===== config.mk =====
export PLATFORM = sky130hd
export DESIGN_NAME = icache_flat
export DESIGN_NICKNAME = d
export VERILOG_FILES = /design/src/rtl/icache_pkg.sv /design/src/rtl/icache_if.sv /design/src/rtl/icache_data_array.sv /design/src/rtl/icache.sv /design/src/flat_wrapper.sv
export SDC_FILE = /design/constraint.sdc
export NUM_CORES = 2
export LEC_CHECK = 0
export BUFFER_PORTS_ARGS = -buffer_cell sky130_fd_sc_hd__buf_2
export CORE_MARGIN = 1.5
export CORE_UTILIZATION = 53
export DETAILED_ROUTE_END_ITERATION = 10
export PLACE_DENSITY = 0.69
export SLEW_MARGIN = 10
export SYNTH_ARGS = -nofsm -noshare
export SYNTH_HDL_FRONTEND = slang
export SYNTH_SLANG_ARGS = --single-unit

===== constraint.sdc =====
create_clock -name clk -period 8.45 [get_ports clk]
set_input_delay 0.845 -clock clk [delete_from_list [all_inputs] [get_ports clk]]
set_output_delay 0.845 -clock clk [all_outputs]
set_load 0.01 [all_outputs]

===== src/rtl/icache_pkg.sv =====
// Shared types and constants for the instruction cache.
package icache_pkg;

  // Encoding of "addi x0, x0, 0", returned whenever there is no hit.
  localparam logic [31:0] NopInstr = 32'h0000_0013;

  localparam int unsigned DefLines        = 16;
  localparam int unsigned DefWordsPerLine = 4;

  typedef enum logic [1:0] {
    StIdle,
    StReq,
    StWait
  } state_e;

  // Index width for a power-of-two count; never below one bit.
  function automatic int unsigned idx_bits(input int unsigned n);
    return (n < 2) ? 1 : $clog2(n);
  endfunction

endpackage


===== src/rtl/icache_if.sv =====
// Fetch-side and memory-side handshake signals of the instruction cache.
interface icache_if;
  logic        req_valid;
  logic [31:0] req_addr;
  logic        flush;
  logic [31:0] instr;
  logic        stall;
  logic        mem_req;
  logic [31:0] mem_addr;
  logic        mem_ready;
  logic        mem_rvalid;
  logic [31:0] mem_rdata;

  // The cache itself.
  modport slave (
    input  req_valid, req_addr, flush, mem_ready, mem_rvalid, mem_rdata,
    output instr, stall, mem_req, mem_addr
  );

  // Fetch stage plus backing memory.
  modport master (
    output req_valid, req_addr, flush, mem_ready, mem_rvalid, mem_rdata,
    input  instr, stall, mem_req, mem_addr
  );
endinterface


===== src/rtl/icache_data_array.sv =====
// Cache data words: one asynchronous read port, one synchronous write port.
module icache_data_array
  import icache_pkg::*;
#(
  parameter int unsigned LINES          = DefLines,
  parameter int unsigned WORDS_PER_LINE = DefWordsPerLine,
  localparam int unsigned AddrW         = idx_bits(LINES * WORDS_PER_LINE)
) (
  input  logic             clk_i,
  input  logic             we_i,
  input  logic [AddrW-1:0] waddr_i,
  input  logic [31:0]      wdata_i,
  input  logic [AddrW-1:0] raddr_i,
  output logic [31:0]      rdata_o
);

  logic [31:0] mem_q [LINES * WORDS_PER_LINE];

  // Line-fill writes land on the edge where the returned word is sampled.
  always_ff @(posedge clk_i) begin
    if (we_i) begin
      mem_q[waddr_i] <= wdata_i;
    end
  end

  assign rdata_o = mem_q[raddr_i];

endmodule


===== src/rtl/icache.sv =====
// Direct-mapped read-only instruction cache with a word-at-a-time line fill.
// Optional statistics counters are built when ICACHE_STATS_EN is defined.
module icache
  import icache_pkg::*;
#(
  parameter int unsigned LINES          = DefLines,
  parameter int unsigned WORDS_PER_LINE = DefWordsPerLine
) (
  input  logic        clk,
  input  logic        rst,
  icache_if.slave     bus
`ifdef ICACHE_STATS_EN
  ,
  output logic [31:0] hit_count,
  output logic [31:0] miss_count
`endif
);

  localparam int unsigned OffW     = idx_bits(WORDS_PER_LINE);
  localparam int unsigned IdxW     = idx_bits(LINES);
  localparam int unsigned TagW     = 32 - 2 - OffW - IdxW;
  localparam int unsigned LastWord = WORDS_PER_LINE - 1;

  logic [OffW-1:0] req_off;
  logic [IdxW-1:0] req_idx;
  logic [TagW-1:0] req_tag;

  assign req_off = bus.req_addr[2 +: OffW];
  assign req_idx = bus.req_addr[2 + OffW +: IdxW];
  assign req_tag = bus.req_addr[31 -: TagW];

  logic unused_addr_bits;
  assign unused_addr_bits = ^bus.req_addr[1:0];

  state_e          state_q, state_d;
  logic [31:0]     base_q, base_d;
  logic [OffW-1:0] count_q, count_d;
  logic            pend_q, pend_d;
  logic [LINES-1:0] valid_q, valid_d;
  logic [TagW-1:0] tag_q [LINES];
  logic            mem_req_q, mem_req_d;
  logic [31:0]     mem_addr_q, mem_addr_d;

  logic [IdxW-1:0] fill_idx;
  logic            last_word;
  logic            hit;
  logic            fill_we;
  logic            fill_done;
  logic [31:0]     rdata;

  // The fill always targets the latched line, never the live fetch address.
  assign fill_idx  = base_q[2 + OffW +: IdxW];
  assign last_word = (count_q == OffW'(LastWord));

  assign hit = bus.req_valid & valid_q[req_idx] & (tag_q[req_idx] == req_tag) &
               (state_q == StIdle);

  assign bus.instr    = hit ? rdata : NopInstr;
  assign bus.stall    = (bus.req_valid & ~hit) | (state_q != StIdle);
  assign bus.mem_req  = mem_req_q;
  assign bus.mem_addr = mem_addr_q;

  // Reset masks the write so a response arriving while aborting is dropped.
  assign fill_we   = (state_q == StWait) & bus.mem_rvalid & ~rst;
  assign fill_done = fill_we & last_word;

  icache_data_array #(
    .LINES         (LINES),
    .WORDS_PER_LINE(WORDS_PER_LINE)
  ) u_data (
    .clk_i  (clk),
    .we_i   (fill_we),
    .waddr_i({fill_idx, count_q}),
    .wdata_i(bus.mem_rdata),
    .raddr_i({req_idx, req_off}),
    .rdata_o(rdata)
  );

  // Line-fill FSM next state, with mem_req/mem_addr computed one cycle ahead.
  always_comb begin
    state_d    = state_q;
    base_d     = base_q;
    count_d    = count_q;
    pend_d     = pend_q;
    valid_d    = valid_q;
    mem_req_d  = mem_req_q;
    mem_addr_d = mem_addr_q;
    unique case (state_q)
      StIdle: begin
        if (bus.flush) begin
          valid_d = '0;
        end
        if (bus.req_valid && !hit) begin
          base_d     = {bus.req_addr[31:2+OffW], {(OffW + 2){1'b0}}};
          count_d    = '0;
          state_d    = StReq;
          mem_req_d  = 1'b1;
          mem_addr_d = base_d;
        end
      end
      StReq: begin
        if (bus.flush) begin
          pend_d = 1'b1;
        end
        if (bus.mem_ready) begin
          state_d   = StWait;
          mem_req_d = 1'b0;
        end
      end
      StWait: begin
        if (bus.flush) begin
          pend_d = 1'b1;
        end
        if (bus.mem_rvalid) begin
          if (last_word) begin
            // A flush arriving on the completing cycle counts as pending too.
            if (pend_q || bus.flush) begin
              valid_d = '0;
            end else begin
              valid_d[fill_idx] = 1'b1;
            end
            pend_d  = 1'b0;
            state_d = StIdle;
          end else begin
            count_d    = count_q + 1'b1;
            state_d    = StReq;
            mem_req_d  = 1'b1;
            mem_addr_d = base_q | {{(30 - OffW){1'b0}}, count_d, 2'b00};
          end
        end
      end
      default: state_d = StIdle;
    endcase
  end

  // FSM and control state registers.
  always_ff @(posedge clk) begin
    if (rst) begin
      state_q    <= StIdle;
      base_q     <= '0;
      count_q    <= '0;
      pend_q     <= 1'b0;
      valid_q    <= '0;
      mem_req_q  <= 1'b0;
      mem_addr_q <= '0;
    end else begin
      state_q    <= state_d;
      base_q     <= base_d;
      count_q    <= count_d;
      pend_q     <= pend_d;
      valid_q    <= valid_d;
      mem_req_q  <= mem_req_d;
      mem_addr_q <= mem_addr_d;
    end
  end

  // Tag is written with the last word; the valid bit guards it until then.
  always_ff @(posedge clk) begin
    if (fill_done) begin
      tag_q[fill_idx] <= base_q[31 -: TagW];
    end
  end

`ifdef ICACHE_STATS_EN
  logic [31:0] hit_count_q, hit_count_d;
  logic [31:0] miss_count_q, miss_count_d;

  // Free-running wrap-around event counters.
  always_comb begin
    hit_count_d  = hit_count_q;
    miss_count_d = miss_count_q;
    if (hit) begin
      hit_count_d = hit_count_q + 32'd1;
    end
    if ((state_q == StIdle) && (state_d == StReq)) begin
      miss_count_d = miss_count_q + 32'd1;
    end
  end

  // Statistics registers.
  always_ff @(posedge clk) begin
    if (rst) begin
      hit_count_q  <= '0;
      miss_count_q <= '0;
    end else begin
      hit_count_q  <= hit_count_d;
      miss_count_q <= miss_count_d;
    end
  end

  assign hit_count  = hit_count_q;
  assign miss_count = miss_count_q;
`endif

endmodule


===== src/flat_wrapper.sv =====
// flat-port wrapper written by rule: the top's interface ports become plain ports
module icache_flat import icache_pkg::*;
#(
  parameter int unsigned LINES          = DefLines,
  parameter int unsigned WORDS_PER_LINE = DefWordsPerLine
)
  (clk, rst, bus_req_valid, bus_req_addr, bus_flush, bus_mem_ready, bus_mem_rvalid, bus_mem_rdata, bus_instr, bus_stall, bus_mem_req, bus_mem_addr);
  icache_if bus_i ();
  input  logic clk;
  input  logic rst;
  input wire logic [$bits(bus_i.req_valid)-1:0] bus_req_valid;
  input wire logic [$bits(bus_i.req_addr)-1:0] bus_req_addr;
  input wire logic [$bits(bus_i.flush)-1:0] bus_flush;
  input wire logic [$bits(bus_i.mem_ready)-1:0] bus_mem_ready;
  input wire logic [$bits(bus_i.mem_rvalid)-1:0] bus_mem_rvalid;
  input wire logic [$bits(bus_i.mem_rdata)-1:0] bus_mem_rdata;
  output wire logic [$bits(bus_i.instr)-1:0] bus_instr;
  output wire logic [$bits(bus_i.stall)-1:0] bus_stall;
  output wire logic [$bits(bus_i.mem_req)-1:0] bus_mem_req;
  output wire logic [$bits(bus_i.mem_addr)-1:0] bus_mem_addr;
  assign bus_i.req_valid = bus_req_valid;
  assign bus_i.req_addr = bus_req_addr;
  assign bus_i.flush = bus_flush;
  assign bus_i.mem_ready = bus_mem_ready;
  assign bus_i.mem_rvalid = bus_mem_rvalid;
  assign bus_i.mem_rdata = bus_mem_rdata;
  assign bus_instr = bus_i.instr;
  assign bus_stall = bus_i.stall;
  assign bus_mem_req = bus_i.mem_req;
  assign bus_mem_addr = bus_i.mem_addr;
  icache #(.LINES(LINES), .WORDS_PER_LINE(WORDS_PER_LINE)) u_core (.clk(clk), .rst(rst), .bus(bus_i));
endmodule

==> run metrics <==
Fin Setup TNS=0 ns; syn avg cell area=23.2 sq um; Most used DFF post-synth=edfxtp_1; Area Growth Syn to Fin=12.1%; antenna-violating nets left=0; Fill cells=12.3k; f_max=152 MHz; total of max-cap violations=0; post-DP HPWL=126,000 um; Clk Latency, worst-skew pair=0.85 ns; vias in the first global route=45.6k; # DRC=0; crit path max fanout=99; # IOs=136; Worst setup SP type=input pin; routed vias=45.7k; die width=430 um; endpoint class of the critical path=output port; top cells by area, synth=edfxtp_1 (76%), mux4_2 (17%), dfxtp_1 (1.6%); Synth top area share=75.5%; layout cells sized above 1=30.5%; vias per cell=6.56; CP Class=in2out; RSZ-0062 raised after global routing=false; full die area=185,000 sq um; final non-filler cell total=6,967; cell taking the most area after synthesis=edfxtp_1; Post-synth EDFFs=2,432; Commonest cells post-synth=edfxtp_1 (2,432), mux4_2 (739), clkbuf_1 (133); clk slew on worst S/H paths=0.06 ns; clock sink count=2,510; port bufs=131; most numerous cell in the Yosys netlist=edfxtp_1; CTS tree=built; Die H=430 um; placer's final routability congestion estimate=0.772; post-synthesis cell count=4,162; post-synthesis cell area=96,700 sq um; Worst Path Required=7.61 ns; power per cell area=240 nW/um^2; Tmin final=6.59 ns; peak supply drop=0.225 mV; total setup buffers inserted after CTS=0; number of synthesized register bits=2,510; synth unique cells=62; Rows=156; GRT Residual Overflow=0; Synth Warn #=0; CTS max path bufs=3; CTS HTree Levels=4; Arrival @ worst endpoint=5.74 ns; worst-margin pin slew=1.30 ns; asr flop ratio synth=0%; first-pass GRT wire length=336,000 um; period utilisation layout=78.0%; largest net degree at the start of global routing=125; WL per Instance=33.8 um; final hold violations=0; CTS-repair resized insts=0; outcome=finished clean; P_leak=33.7 nW; Max Slew Vio Count=0; Tot GR Track Use=25.7%; Clock Skew=0.0419 ns; initial antenna violation count=20; Detailed Route WL=236,000 um; core area=181,000 sq um; Slew Limit Headroom=13.2%; sequential share of the synthesized area=77.1%; Initial Utilization=53.5%; setup violators final=0; HP Class=in2reg; First-pass DRT Iterations=5; root buf cell=clkbuf_16; placed insts=6,526; Num CTS Buffers=237; nets=4,471; Iteration-0 DRC Markers=6,152; Post-CTS Hold Fix Bufs=0
==> routing by layer <==
metal	vias up	global-route usage (%)	part of all wire [%]
li1	18300	-	-
met1	24700	37.3	40
met2	2336	40.8	49
met3	371	4.76	9.0
met4	14	6.66	2.5
met5	-	0	0.042
==> worst paths after layout <==
check	startpoint	endpoint	slack [ns]	cells after the start
setup / recovery	bus_req_addr[5]	bus_instr[2]	1.86	12
hold / removal	bus_req_addr[16]	u_core.base_q[16]$_SDFFE_PP0P_	0.28	3
hold reg to reg	u_core.valid_q[2]$_SDFFE_PP0P_	u_core.valid_q[2]$_SDFFE_PP0P_	0.47	2
setup reg to reg	u_core.state_q[0]$_SDFFE_PP0P_	u_core.u_data.mem_q[30][2]$_DFFE_PP_	3.64	8
==> where the power goes <==
group | leakage (nW) | total (W) | switching (W) | internal, W
clock | 3.69 | 0.0104 | 0.00452 | 0.00588
sequential | 22.6 | 0.0140 | 0.000162 | 0.0138
combinational | 7.47 | 0.00159 | 0.000940 | 0.000648
==> worst max-delay path, stage by stage <==
cell	delay (ns)
buf_8	0.66
buf_4	0.59
mux4_2	0.56
o22ai_1	0.18
a21oi_1	0.09
xnor2_1	0.36
nand2_1	0.08
nor4_1	0.48
nand4_1	0.66
buf_4	0.48
a311oi_1	0.41
buf_2	0.22
==> placed cells by master, fill, tap and decap left out, drive strengths merged, types with 3 or more instances in the layout <==
| cell | synthesis | final |
|---|---|---|
| nand2 | 89 | 89 |
| clkinv | 1 | 96 |
| nand3 | 9 | 9 |
| a32o | 5 | 5 |
| mux2 | 13 | 13 |
| xnor2 | 16 | 16 |
| a31oi | 3 | 3 |
| diode | 0 | 4 |
| and2 | 28 | 28 |
| bufinv | 0 | 21 |
| nand2b | 11 | 11 |
| mux4 | 739 | 739 |
| a221oi | 6 | 6 |
| ha | 6 | 6 |
| or3 | 3 | 3 |
| nor4 | 3 | 3 |
| a311oi | 37 | 37 |
| clkinvlp | 0 | 4 |
| nor2 | 118 | 118 |
| nor2b | 16 | 16 |
| xor2 | 12 | 12 |
| nand4 | 4 | 4 |
| nor3b | 5 | 5 |
| dfxtp | 78 | 78 |
| or2 | 4 | 4 |
| nor3 | 5 | 5 |
| inv | 13 | 19 |
| edfxtp | 2432 | 2432 |
| mux2i | 120 | 120 |
| a21oi | 65 | 65 |
| o21ai | 10 | 10 |
| clkbuf | 133 | 311 |
| a211oi | 18 | 18 |
| a2111oi | 5 | 5 |
| o211ai | 6 | 6 |
| buf | 107 | 233 |
| o22ai | 11 | 11 |
==> registers in the layout, summed over array words and instances (netlist names) <==
register	cells
u_core.bus.mem_req	1
u_core.state_q	2
u_core.base_q	28
u_core.valid_q	16
u_core.count_q	1
u_core.tag_q	384
u_core.bus.mem_addr	29
u_core.pend_q	1
u_core.u_data.mem_q	2048
==> final cells by class <==
| type | instances | area (sq um) | area share, % |
|---|---|---|---|
| antenna | 4 | 10.0 | 0.00923 |
| inverter | 14 | 61.3 | 0.0565 |
| multi-input combinational | 1399 | 21600 | 19.9 |
| sequential | 2510 | 74600 | 68.8 |
| tap | 2370 | 2970 | 2.73 |
| timing repair buffer | 233 | 1610 | 1.48 |
| clock inverter | 126 | 1300 | 1.20 |
| clock buffer | 311 | 6300 | 5.81 |
==> per-stage QoR <==
step	instance area, sq um	utilization, %	power, W	setup slack [ns]	hold slack, ns
4_1_cts	108000	59.9	0.0261	1.92	0.205
2_1_floorplan	96700	-	0.0152	4.00	0.431
3_3_place_gp	101000	55.7	0.0158	1.92	0.448
5_1_grt	108000	59.9	0.0267	1.76	0.234
6_report	108000	59.9	0.0260	1.86	0.279
3_5_place_dp	101000	55.7	0.0159	1.93	0.454
==> kinds of logic after synthesis <==
kind of cell / count (synthesis) / synth area share [%]
other cells: 1 / 0.00388
simple gates: 304 / 1.44
flops: 2510 / 77.1
buf+inv: 254 / 1.15
mux: 872 / 18.6
fa+ha+maj: 6 / 0.0776
compound gates: 187 / 1.35
xor+xnor: 28 / 0.254
Power figures use the tool's default switching activity.
